$ cat src/rtl/keyplay.sv
// rtl/keyplay.sv - replays received keycodes as timed one-hot pushbutton presses
// Optional ASCII key decode: KEYPLAY_ASCII_EN
module keyplay #(
    parameter int HOLD_CYCLES = 4,
    parameter int GAP_CYCLES  = 4,
    parameter int DEPTH       = 4
) (
    input  logic                     clk,
    input  logic                     rst,
    input  logic [7:0]               rxdata,
    input  logic                     rxready,
    output logic                     rxclk,
    output logic [19:0]              pb,
    output logic                     busy,
    output logic [$clog2(DEPTH):0]   count,
    output logic                     ovf,
    output logic                     err
);
    localparam int AW   = $clog2(DEPTH);
    localparam int CW   = AW + 1;
    localparam int MAXC = (HOLD_CYCLES > GAP_CYCLES) ? HOLD_CYCLES : GAP_CYCLES;
    localparam int CNTW = (MAXC < 2) ? 1 : $clog2(MAXC);

    localparam logic [1:0] S_IDLE  = 2'd0;
    localparam logic [1:0] S_PRESS = 2'd1;
    localparam logic [1:0] S_GAP   = 2'd2;

    logic [1:0]      state_q, state_d;
    logic [CNTW-1:0] cnt_q, cnt_d;
    logic [19:0]     pb_q, pb_d;
    logic [CW-1:0]   count_q, count_d;
    logic [AW-1:0]   wr_ptr_q, rd_ptr_q;
    logic            armed_q, armed_d;
    logic            rxclk_q, ovf_q, ovf_d, err_q, err_d;
    logic [4:0]      mem_q [DEPTH];

    logic       code_valid;
    logic [7:0] code_off;
    logic [7:0] code_diff;
    logic [4:0] code;
    logic       accept, wr_valid, wr_en, pop, full;

    always_comb begin
        code_valid = 1'b0;
        code_off   = 8'h00;
        if (rxdata <= 8'h13) begin
            code_valid = 1'b1;
        end
`ifdef KEYPLAY_ASCII_EN
        // Offsets move each ASCII range onto its keycode block.
        else if (rxdata >= 8'h30 && rxdata <= 8'h39) begin
            code_valid = 1'b1;
            code_off   = 8'h30;
        end else if (rxdata >= 8'h41 && rxdata <= 8'h46) begin
            code_valid = 1'b1;
            code_off   = 8'h37;
        end else if (rxdata >= 8'h61 && rxdata <= 8'h66) begin
            code_valid = 1'b1;
            code_off   = 8'h57;
        end else if (rxdata >= 8'h57 && rxdata <= 8'h5a) begin
            code_valid = 1'b1;
            code_off   = 8'h47;
        end else if (rxdata >= 8'h77 && rxdata <= 8'h7a) begin
            code_valid = 1'b1;
            code_off   = 8'h67;
        end
`endif
        code_diff = rxdata - code_off;
        code      = code_diff[4:0];
    end

    assign accept   = rxready & armed_q;
    assign wr_valid = accept & code_valid;
    assign pop      = (state_q == S_IDLE) && (count_q != '0);
    assign full     = (count_q == CW'(DEPTH));
    // A full FIFO still takes the write when the head leaves on the same edge.
    assign wr_en    = wr_valid & (~full | pop);

    always_comb begin
        armed_d = armed_q;
        if (!rxready) begin
            armed_d = 1'b1;
        end else if (accept) begin
            armed_d = 1'b0;
        end
        ovf_d = ovf_q | (wr_valid & full & ~pop);
        err_d = err_q | (accept & ~code_valid);
        count_d = count_q;
        if (wr_en && !pop) begin
            count_d = count_q + 1'b1;
        end else if (pop && !wr_en) begin
            count_d = count_q - 1'b1;
        end
    end

    always_comb begin
        state_d = state_q;
        cnt_d   = cnt_q;
        pb_d    = pb_q;
        case (state_q)
            S_IDLE: begin
                pb_d = '0;
                if (pop) begin
                    pb_d    = 20'd1 << mem_q[rd_ptr_q];
                    cnt_d   = CNTW'(HOLD_CYCLES - 1);
                    state_d = S_PRESS;
                end
            end
            S_PRESS: begin
                if (cnt_q == '0) begin
                    pb_d    = '0;
                    cnt_d   = CNTW'(GAP_CYCLES - 1);
                    state_d = S_GAP;
                end else begin
                    cnt_d = cnt_q - 1'b1;
                end
            end
            S_GAP: begin
                if (cnt_q == '0) begin
                    state_d = S_IDLE;
                end else begin
                    cnt_d = cnt_q - 1'b1;
                end
            end
            default: begin
                pb_d    = '0;
                state_d = S_IDLE;
            end
        endcase
    end

    always_ff @(posedge clk or negedge rst) begin
        if (!rst) begin
            state_q  <= S_IDLE;
            cnt_q    <= '0;
            pb_q     <= '0;
            count_q  <= '0;
            wr_ptr_q <= '0;
            rd_ptr_q <= '0;
            armed_q  <= 1'b1;
            rxclk_q  <= 1'b0;
            ovf_q    <= 1'b0;
            err_q    <= 1'b0;
        end else begin
            state_q <= state_d;
            cnt_q   <= cnt_d;
            pb_q    <= pb_d;
            count_q <= count_d;
            armed_q <= armed_d;
            rxclk_q <= accept;
            ovf_q   <= ovf_d;
            err_q   <= err_d;
            if (wr_en) begin
                wr_ptr_q <= wr_ptr_q + 1'b1;
            end
            if (pop) begin
                rd_ptr_q <= rd_ptr_q + 1'b1;
            end
        end
    end

    always_ff @(posedge clk) begin
        if (wr_en) begin
            mem_q[wr_ptr_q] <= code;
        end
    end

    assign rxclk = rxclk_q;
    assign pb    = pb_q;
    assign count = count_q;
    assign ovf   = ovf_q;
    assign err   = err_q;
    assign busy  = (count_q != '0) || (state_q != S_IDLE);
endmodule

$ cat config.mk
export PLATFORM = sky130hd
export DESIGN_NAME = keyplay
export DESIGN_NICKNAME = d
export VERILOG_FILES = /design/src/rtl/keyplay.sv
export SDC_FILE = /design/constraint.sdc
export NUM_CORES = 1
export LEC_CHECK = 0
export ABC_AREA = 1
export BUFFER_PORTS_ARGS = -buffer_cell sky130_fd_sc_hd__buf_2
export CAP_MARGIN = 10
export CORE_MARGIN = 5
export CORE_UTILIZATION = 56
export CTS_CLUSTER_SIZE = 10
export DETAILED_ROUTE_END_ITERATION = 12
export PLACE_DENSITY_LB_ADDON = 0.3
export SETUP_SLACK_MARGIN = 0.3
export SYNTH_ARGS = -nofsm -noshare
export SYNTH_HDL_FRONTEND = slang
export SYNTH_SLANG_ARGS = --single-unit
$ cat constraint.sdc
create_clock -name clk -period 3.1 [get_ports clk]
set_input_delay 0 -clock clk [delete_from_list [all_inputs] [get_ports clk]]
set_output_delay 0 -clock clk [all_outputs]
set_load 0.005 [all_outputs]
# Word-level counts from Yosys, hierarchy flattened
# Memory sizes are Yosys's and may differ from the RTL's.
# Index checks and enable logic that the tools add are counted.
# op_classes
addsub	5
n_mul	0
n_div	0
n_lt_le_gt_ge	1
n_eq_ne	8
n_shift	1
muxes	18
bitwise_logic	13
reduce_logical	15
# ops
cell	n
one-hot mux 20 bit (3 select lines)	1
two-way mux 20 bit	2
left shift 1 x 5 -> 20 bit (first input constant)	1
two-way mux 2 bit	6
one-hot mux 2 bit (3 select lines)	2
less-or-equal comparator 8 x 5 -> 1 bit (second input constant)	1
!= test 2 bit (second input constant)	4
AND 1 bit	6
two-way mux 3 bit	2
AND reduction 3 bit	2
nonzero test 3 bit	2
two-way mux 1 bit	5
adder 2 x 1 -> 2 bit (second input constant)	2
logical NOT 2 bit	2
inverter 1 bit	4
nonzero test 2 bit	2
adder 3 x 1 -> 3 bit (second input constant)	1
equality test 3 bit (second input constant)	1
logical AND 1 bit	3
OR 1 bit	3
subtractor 3 x 1 -> 3 bit (second input constant)	1
equality test 2 x 1 -> 1 bit (second input constant)	1
equality test 2 bit (second input constant)	1
logical NOT 1 bit	2
other kinds (4)	4
# totals
reg_bits	35
latch_bits	0
ram_bits	20
romBits	0
input_bits	11
output_inout_bits	27
elab_cells	72
memories	1
# mem_list
memory	words	word_bits	rd	rd_ports_with_merged_regs	write_ports	line	rtl
mem_q	4	5	1	0	1	35	logic [4:0] mem_q [DEPTH];

# Longest topological paths before layout
# Gate-level depths: netlist of run 1.
# depth
ltp_word	8
depth_mapped	13
depth_no_buf	13

# Least setup slack after synthesis of run 1
# No wires, ideal clock.
# synth_timing
path_type	reg2reg
startpoint	register state_q[0]
endpoint	register count_q[1], in the netlist count[1]
setup_time_ps	125
arrival_ps	2056
required_time_ps	2975
setup_slack_ps	920
path_stages_with_launch	11
n_path_buf	0
period_less_slack_ps	2180
path_cell_list	dfrtp_1 > inv_1 > ha_1 > inv_1 > nand3_1 > nand3_1 > inv_1 > ha_1 > inv_1 > fa_1 > mux2_2
# synth_via
word_cells_on_any_way	10
classes_between	mux: 1; bitwise: 2; reduce/logical: 7
# synth_rtl
element	line	rtl
from (decl)	28	logic [1:0] state_q, state_d;
from (signal assigned)	145	state_q <= state_d;
logical NOT 2 bit	74	assign pop = (state_q == S_IDLE) && (count_q != '0);
logical AND 1 bit	74	
OR 1 bit	77	assign wr_en = wr_valid & (~full | pop);
AND 1 bit	77	
via wr_en	41	logic accept, wr_valid, wr_en, pop, full;
logical AND 1 bit	89	if (wr_en && !pop) begin
two-way mux 3 bit	89	
via count_d[1]	31	logic [CW-1:0] count_q, count_d;
to (signal assigned)	148	count_q <= count_d;
to (decl)	31	
# The timed path passes the listed nets, and every way through them passes these cells.
# A chain may end at the register's enable or synchronous reset.

# Worst setup path after layout of run 1
# Ends and elaborated chain as after synthesis.

==> impl_results.md, run 1 <==
- Cell with the most instances after synthesis: nand2_1
- Post-synthesis async set-or-reset flop share: 0.636
- Final Slew Violations: 0
- WHS Path Cells: 4
- Post-DP HPWL: 3510 um
- Horiz. Die Dim: 78.1 um
- Critical Path AT: 2.60 ns
- Slowest stage delay, CP: 0.42 ns
- CTS tree: done
- Setup Skew: 0.00908 ns
- Io pins: 38
- Post-Synthesis Cell Area: 0.00260 mm2
- Share of layout cells above drive strength 1: 0.218
- Die footprint: 0.00610 mm2
- Reg-to-reg slack, setup: 0.69 ns
- Buf+Inv Stages, Crit Path: 4
- Largest net degree at the start of global routing: 36
- Vias in the first global route: 1,894
- Drt total wl: 4790 um
- Crit path capture type: flop
- GR Util All Layers: 0.171
- Worst-Skew Late Latency: 0.30 ns
- Met2 routed WL: 2400 um
- CP Launch Point: state_q[0]
- Register bit total from synthesis: 55
- Grt ovf: 0
- Drt drc: 0
- Setup TNS: 0 ns
- Initial core utilization: 0.588
- Peak VDD IR: 560 uV
- Clock tree sinks: 55
- Via count: 1,855
- Wire per inst: 12.7 um
- Crit-path slowest cell: fa_1
- Reg2Reg Depth: 10
- Worst R2R Start: state_q[0]
- CTS root buffer: clkbuf_8
- Placed Cells: 362
- I/O Buffers: 37
- Actual slew at the worst max-slew pin: 0.783 ns
- Cells after synthesis: 278
- Final std cells w/o fill: 377
- Wire length on met3: 224 um
- Die Ht: 78.1 um
- Global-route wire length before repair: 8380 um
- Ant. Diodes: 0
- Final Hold Violating Endpoints: 0
- Mapped Nets: 300
- Setup-failing EPs final: 0
- First-pass DRT Iterations: 4
- Seq/Total Area, Yosys: 0.569
- CP endpoint: count[1]
- Top-area cell type share of the netlist area: 0.328
- Area Overhead vs Synth: 14.0%
- Worst Hold Class: primary input to flop
- Yosys cell types: 28
- Most used cell, CP: inv_1
- Startpoint types: flop
- Final Net Count: 346
- Initial antenna violation count: 0
- Post-CTS sizing: 0
- Top cell type by total area after synthesis: dfrtp_1
- Met1 WL: 2120 um
- Post-CTS Hold Buffers: 7
- Max-Slew Margin vs Limit: 0.478
- Synth cell count leaders: nand2_1, dfrtp_1, inv_1, edfxtp_1, nor2_1
- Power density over the cells: 799 mW/mm2
- Kind of critical path: flop to flop
- Top cells by area, synth: dfrtp_1, edfxtp_1, nand2_1
- RSZ-0062 raised after global routing: no
- Core Area: 0.00441 mm2
- CTS clk-pin slew, worst paths: 0.09 ns
- Post-DRT Antenna Nets: 0
- Crit path max-delay family: adder cells
- Ys Warns: 0
- Number of synthesized flops with an enable pin: 20
- Status: completed
- Minimum clock period after layout: 2.41 ns
- Mean post-synth cell area: 9.34 um2
- CP Depth: 10
- Post-CTS Setup Repair Bufs: 0
- Worst r2r dst: count[1]
- RePlAce Congestion: 0.795
- Top Metal Used: met4
- Worst path required time: 3.30 ns
- Clock H-tree levels: 2
- Clock buffer depth: 2
- Crit-path max FO: 7
- Vias per Instance: 4.92
- Drt initial violations: 80
- Leak pwr: 1.54 nW
- Sequence of cells on the critical path: inv_1 -> ha_1 -> inv_1 -> nand3_1 -> nand3_1 -> inv_1 -> ha_1 -> inv_1 -> fa_1 -> mux2_2
- Synth Flop Type: dfrtp_1
- CTS Buf Count: 5
- MaxCap Viol Count: 0
- Max Fclk: 416 MHz
- Final cycle utilization of the critical path: 0.776
- Beginning of the worst hold path: rxdata[5]
- FP Rows: 24
logic make-up (layout without fill, tap and decap cells):
logic type / count (synthesis) / in the layout / share of synthesized area
flip-flops: 55 / 55 / 0.569
buffers and inverters: 35 / 82 / 0.0578
AO/OA/AOI/OAI: 13 / 13 / 0.0328
XOR/XNOR: 3 / 3 / 0.0101
adder cells (fa/ha/maj): 11 / 11 / 0.0559
multiplexers: 1 / 1 / 0.00434
AND/OR/NAND/NOR: 160 / 160 / 0.270
metal layers:
layer | vias to the layer above | track usage
met3 | 4 | 0.0378
li1 | 952 | -
met5 | - | 0
met1 | 853 | 0.208
met4 | 0 | 0.0591
met2 | 46 | 0.298
flip-flops by register name, summed over array words and instances (netlist names):
signal / cells
cnt_q: 2
rd_ptr_q: 2
armed_q: 1
ovf: 1
state_q: 2
wr_ptr_q: 2
rxclk: 1
pb: 20
count: 3
mem_q: 20
err: 1
metrics by stage:
step           cell area (um2)  setup slack, ns   util  hold WS (ns)  power (W)
2_1_floorplan             2600            0.920      -        -0.296    0.00179
3_3_place_gp              2810            0.815  0.636         0.121    0.00198
3_5_place_dp              2810            0.724  0.636         0.131    0.00201
4_1_cts                   2960            0.707  0.670         0.139    0.00239
5_1_grt                   2960            0.546  0.670         0.179    0.00257
6_report                  2960            0.694  0.670         0.137    0.00236
power breakdown:
group / switching [W] / internal (W) / total [W] / leakage [nW]
clock network: 0.000212 / 0.000155 / 0.000367 / 0.0403
registers: 0.000121 / 0.000865 / 0.000986 / 0.636
logic: 0.000662 / 0.000349 / 0.00101 / 0.864
total: 0.000995 / 0.00137 / 0.00236 / 1.54
placed cells by master (no fill, tap or decap), types with 2 or more instances in the layout:
cell type,count
nor2_4,3
clkinv_1,2
dlygate4sd3_1,7
nand2_2,10
xor2_1,2
nand3_2,2
inv_2,5
nor2_1,14
edfxtp_1,20
dfrtp_1,34
nand2_1,110
ha_1,10
inv_1,25
nor2_2,5
nand3_1,13
clkbuf_8,5
buf_2,37
a21oi_1,2
o21bai_1,2
o21ai_0,7
area by class of cell:
type                       count  area [um2]
clock buffer                   6        72.6
clock inverter                 2        7.51
fill                         358        1460
inverter                      30         113
multi-input combinational    188         968
sequential                    55        1480
tap                           52        65.1
timing repair buffer          44         255
worst min path at each step:
stage | endpoint | slack (ns)
3_5_place_dp | pb[0] | 0.13
6_report | err | 0.14
3_3_place_gp | pb[0] | 0.12
4_1_cts | ovf | 0.14
2_1_floorplan | cnt_q[0] | -0.30
5_1_grt | err | 0.18
worst min-delay path: stages:
cell      delay (ns)
buf_2           0.07
nor3_1          0.03
and2_1          0.15
o21bai_1        0.14
No activity file was read; power rests on OpenSTA's default activity.
==> run 2: changes to the inputs <==
==> constraint.sdc (replaced) <==
create_clock -name clk -period 2.3 [get_ports clk]
set_input_delay 0 -clock clk [delete_from_list [all_inputs] [get_ports clk]]
set_output_delay 0 -clock clk [all_outputs]
set_load 0.005 [all_outputs]
==> run 2 against run 1 <==
Effect of this change: clock power up 48%; count of clock-buffer cells in the layout rose by 1; die area stayed put; wire length rose by 6.4%; hold slack improved by 0.023 ns; cell count grew 3.2%; first-iteration DRC count shrank 1.3%; critical path type unchanged; largest power group unchanged.
==> impl_results.md, run 2 (synthesized netlist as in run 1, its figures left out) <==
- CTS Buf Count: 5
- Beginning of the worst hold path: rxdata[5]
- DP Area: 0.00283 mm2
- Final Net Count: 358
- Post-DP HPWL: 3550 um
- CP Launch Point: state_q[0]
- Via count: 1,940
- Max Fclk: 511 MHz
- WHS Path Cells: 5
- Worst path required time: 2.50 ns
- Crit path capture type: flop
- Gate power share: 0.469
- Worst Hold Class: primary input to flop
- Clock buffer depth: 2
- Crit-path max FO: 3
- GR Util All Layers: 0.176
- Kind of critical path: flop to flop
- Wire per inst: 13.1 um
- Flop pwr share: 0.377
- Ant. Diodes: 0
- Register Area: 0.00148 mm2
- Commonest non-fill, non-tap cells in the layout: nand2_1, buf_2, dfrtp_1, inv_1, edfxtp_1
- Critical Path AT: 2.15 ns
- Worst R2R Start: state_q[0]
- Area of the multi-input gates: 0.00103 mm2
- Clk pwr share: 0.154
- MaxCap Viol Count: 0
- Setup Skew: 0.00490 ns
- Leak pwr: 1.60 nW
- Clock tree sinks: 55
- Largest net degree at the start of global routing: 36
- Peak VDD IR: 727 uV
- Sw Pwr: 0.00148 W
- Max-Slew Margin vs Limit: 0.484
- Vias per Instance: 4.99
- Post-DRT Antenna Nets: 0
- Filler cell count: 337
- Drt initial violations: 79
- First-pass DRT Iterations: 4
- CTS root buffer: clkbuf_8
- Initial antenna violation count: 0
- Leading cell type in the layout, fill and taps excluded: nand2_1
- Vias in the first global route: 1,867
- RePlAce Congestion: 0.849
- Final instance area: 0.00313 mm2
- Clock H-tree levels: 2
- Startpoint types: flop
- Minimum clock period after layout: 1.96 ns
- FP Rows: 24
- Final Hold Violating Endpoints: 0
- Final Slew Violations: 0
- Die Ht: 78.1 um
- Io pins: 38
- Worst-Skew Late Latency: 0.30 ns
- Share of layout cells above drive strength 1: 0.294
- Drt drc: 0
- Grt ovf: 0
- Area Overhead vs Synth: 20.5%
- P_int: 0.00206 W
- Sw frac: 0.417
- Horiz. Die Dim: 78.1 um
- Setup TNS: 0 ns
- CTS tree: done
- Status: completed
- Global-route wire length before repair: 8640 um
- Setup-failing EPs final: 0
- Initial core utilization: 0.588
- Final cycle utilization of the critical path: 0.851
- I/O Buffers: 37
- Actual slew at the worst max-slew pin: 0.774 ns
- RSZ-0062 raised after global routing: yes
- Reg2Reg Depth: 9
- Power density over the cells: 1130 mW/mm2
- Core Area: 0.00441 mm2
- Drt total wl: 5090 um
- CTS clk-pin slew, worst paths: 0.09 ns
- Die footprint: 0.00610 mm2
[run 2: cell count changes in the layout (fill, tap and decap cells not counted), sizes merged]
cell / previous run / this run
clkinvlp: 0 / 2
buf: 37 / 48
clkbuf: 6 / 7
inv: 30 / 29
clkinv: 2 / 1
[run 2: cell type report]
class / instances / share of cell area
timing repair inverter: 1 / 0.00160
clock inverter: 1 / 0.00280
inverter: 30 / 0.0380
tap: 52 / 0.0208
sequential: 55 / 0.473
clock buffer: 7 / 0.0276
timing repair buffer: 55 / 0.108
multi-input combinational: 188 / 0.328
[run 2: repair_timing]
item                                    4_1_cts  5_1_grt
hold endpoints to repair                     57        0
gates resized for setup                       3       10
pin swaps                                     1        2
endpoints found under the setup margin        2        3
cloned                                        0        1
setup buffers                                 5        6
hold buffers                                  7        0
[run 2: final timing paths]
check,end,slack [ns]
worst max-delay path,count[1],0.34
worst min-delay path,ovf,0.16
worst max register to register,count[1],0.34
worst min register to register,pb[14],0.48
max in group asynchronous,count[0],1.46
min in group asynchronous,pb[13],0.30
[run 2: critical path, cell delays in order (launching register included)]
cell and delay [ns]:
dfrtp_1 0.38, inv_1 0.11, ha_4 0.17, inv_4 0.05, a21oi_4 0.11, inv_1 0.08
ha_2 0.17, inv_2 0.07, fa_2 0.44, mux2_4 0.27
[run 2: metal layers]
| layer | vias up | global-route usage | share of wire |
|---|---|---|---|
| li1 | 976 | - | - |
| met4 | 0 | 0.0709 | 0.016 |
| met2 | 54 | 0.284 | 0.52 |
| met3 | 10 | 0.0446 | 0.062 |
| met1 | 900 | 0.228 | 0.40 |
| met5 | - | 0 | 0 |
[run 2: power by group through the flow]
stage / Combinational, W / Clock, W / Sequential [W]
2_1_floorplan: 0.00114 / 0 / 0.00129
3_3_place_gp: 0.00135 / 0 / 0.00134
3_5_place_dp: 0.00138 / 0 / 0.00136
4_1_cts: 0.00147 / 0.000558 / 0.00133
5_1_grt: 0.00189 / 0.000609 / 0.00136
6_report: 0.00166 / 0.000544 / 0.00133
[run 2: per-stage QoR]
stage,util,std cells,hold slack (ns),setup WS (ns),total power (W)
floorplan,-,278,-0.296,0.306,0.00244
global placement,0.641,362,0.106,0.233,0.00269
detailed placement,0.641,362,0.110,0.170,0.00273
CTS,0.688,382,0.160,0.308,0.00336
global route,0.709,389,0.164,0.253,0.00386
finish,0.709,389,0.159,0.342,0.00354
==> run 3: changes to the inputs <==
--- a/config.mk
+++ b/config.mk
@@ -9,7 +9,7 @@
 export BUFFER_PORTS_ARGS = -buffer_cell sky130_fd_sc_hd__buf_2
 export CAP_MARGIN = 10
 export CORE_MARGIN = 5
-export CORE_UTILIZATION = 56
+export CORE_UTILIZATION = 61
 export CTS_CLUSTER_SIZE = 10
 export DETAILED_ROUTE_END_ITERATION = 12
 export PLACE_DENSITY_LB_ADDON = 0.3
==> constraint.sdc (replaced) <==
create_clock -name clk -period 2.41 [get_ports clk]
set_input_delay 0 -clock clk [delete_from_list [all_inputs] [get_ports clk]]
set_output_delay 0 -clock clk [all_outputs]
set_load 0.005 [all_outputs]
==> run 3 against run 2 <==
Effect of this change: sequential power is 5% lower; highest routed layer unchanged; worst setup slack better by 0.052 ns; cell count is 1.8% lower; power is 11% lower; largest cell class unchanged; critical path type unchanged; register-to-register slack better by 0.05 ns; critical path depth is 1 higher; wire length is 4.7% lower.
==> impl_results.md, run 3 (synthesized netlist as in run 1, its figures left out) <==
- Status: completed
- Actual slew at the worst max-slew pin: 0.750 ns
- Leading cell type in the layout, fill and taps excluded: nand2_1
- Max-Slew Margin vs Limit: 0.500
- First-pass DRT Iterations: 4
- CTS root buffer: clkbuf_8
- FP Rows: 23
- Grt ovf: 0
- CTS clk-pin slew, worst paths: 0.09 ns
- Via count: 1,868
- Commonest non-fill, non-tap cells in the layout: nand2_1, buf_2, dfrtp_1, inv_1, edfxtp_1
- RePlAce Congestion: 0.761
- Clock H-tree levels: 2
- Kind of critical path: flop to flop
- GR Util All Layers: 0.199
- Horiz. Die Dim: 75.2 um
- Startpoint types: flop
- Drt initial violations: 77
- Drt drc: 0
- Core Area: 0.00406 mm2
- Area Overhead vs Synth: 16.9%
- Die Ht: 75.2 um
- Crit-path slowest cell: fa_1
- Clock tree sinks: 55
- Power density over the cells: 1040 mW/mm2
- Max Fclk: 496 MHz
- Share of layout cells above drive strength 1: 0.265
- I/O Buffers: 37
- Setup-failing EPs final: 0
- Minimum clock period after layout: 2.02 ns
- Critical Path AT: 2.21 ns
- MaxCap Viol Count: 0
- Final cycle utilization of the critical path: 0.837
- Final Hold Violating Endpoints: 0
- Leak pwr: 1.58 nW
- Crit path capture type: flop
- Slowest stage delay, CP: 0.42 ns
- Peak VDD IR: 695 uV
- RSZ-0062 raised after global routing: no
- Largest net degree at the start of global routing: 36
- Reg-to-reg slack, setup: 0.39 ns
- Worst-Skew Late Latency: 0.30 ns
- Final WS setup: 0.394 ns
- Filler cell count: 273
- Post-DP HPWL: 3380 um
- Drt total wl: 4850 um
- Sequence of cells on the critical path: inv_2 -> ha_4 -> inv_2 -> nand3_2 -> nand3_2 -> inv_2 -> ha_1 -> inv_1 -> fa_1 -> mux2_2
- Final Net Count: 353
- Wire per inst: 12.7 um
- Initial antenna violation count: 0
- Worst path required time: 2.60 ns
- Ant. Diodes: 0
- CTS tree: done
- Crit-path max FO: 3
- Final hold slack: 0.131 ns
- Setup Skew: 0.00431 ns
- Vias in the first global route: 1,863
- Worst slack at placement: 0.149 ns
- Worst Hold Class: primary input to flop
- CTS Buf Count: 5
- Post-DRT Antenna Nets: 0
- Initial core utilization: 0.640
- Most used cell, CP: inv_2
- Die footprint: 0.00566 mm2
- Buf+Inv Stages, Crit Path: 4
- Global-route wire length before repair: 8400 um
- Crit path max-delay family: adder cells
- Final Slew Violations: 0
- Vias per Instance: 4.89
- Clock buffer depth: 2
- Setup TNS: 0 ns
- Io pins: 38
run 3: final timing paths:
check | start | end | cells past startpoint
max in group asynchronous | rst | wr_ptr_q[0] | 2
setup / recovery | state_q[0] | count[1] | 10
setup reg to reg | state_q[0] | count[1] | 10
hold / removal | rxdata[5] | ovf | 5
min in group asynchronous | rst | pb[16] | 2
hold reg to reg | pb[6] | pb[6] | 2
run 3: through the flow:
step	total power [W]	instance area, um2	utilization	cells
global route	0.00346	3040	0.748	382
global placement	0.00256	2820	0.695	361
detailed placement	0.00260	2820	0.695	361
CTS	0.00312	3000	0.738	379
finish	0.00316	3040	0.748	382
floorplan	0.00231	2600	-	278
run 3: cell type report:
type / instances / area (um2) / area share
clock buffer: 5 / 68.8 / 0.0227
clock inverter: 3 / 15.0 / 0.00495
inverter: 30 / 113 / 0.0371
multi-input combinational: 188 / 991 / 0.326
sequential: 55 / 1480 / 0.487
tap: 50 / 62.6 / 0.0206
timing repair buffer: 51 / 308 / 0.101
run 3: tightest hold or removal path, stage by stage:
cell and delay [ns]:
buf_2 0.08, nor3_1 0.03, and2_1 0.16, nand2_1 0.07
o21bai_1 0.06
run 3: layer usage:
metal,global-route usage,share of wire
met1,0.257,0.46
met2,0.336,0.48
met3,0.0454,0.044
met4,0.0583,0.011
met5,0,0
run 3: report_power, final:
group          leakage [nW]  switching (W)  total (W)  internal (W)
logic                 0.894       0.000895    0.00142      0.000526
clock network        0.0477       0.000275   0.000474      0.000199
registers             0.636       0.000153    0.00127       0.00111
run 3: timing repair:
| item | 4_1_cts | 5_1_grt |
|---|---|---|
| endpoints found under the setup margin | 2 | 2 |
| gates resized for setup | 1 | 6 |
| hold buffers | 7 | 0 |
| gates cloned | 0 | 0 |
| pin swaps | 0 | 0 |
| endpoints found under the hold margin | 57 | 0 |
| setup buffers | 3 | 3 |
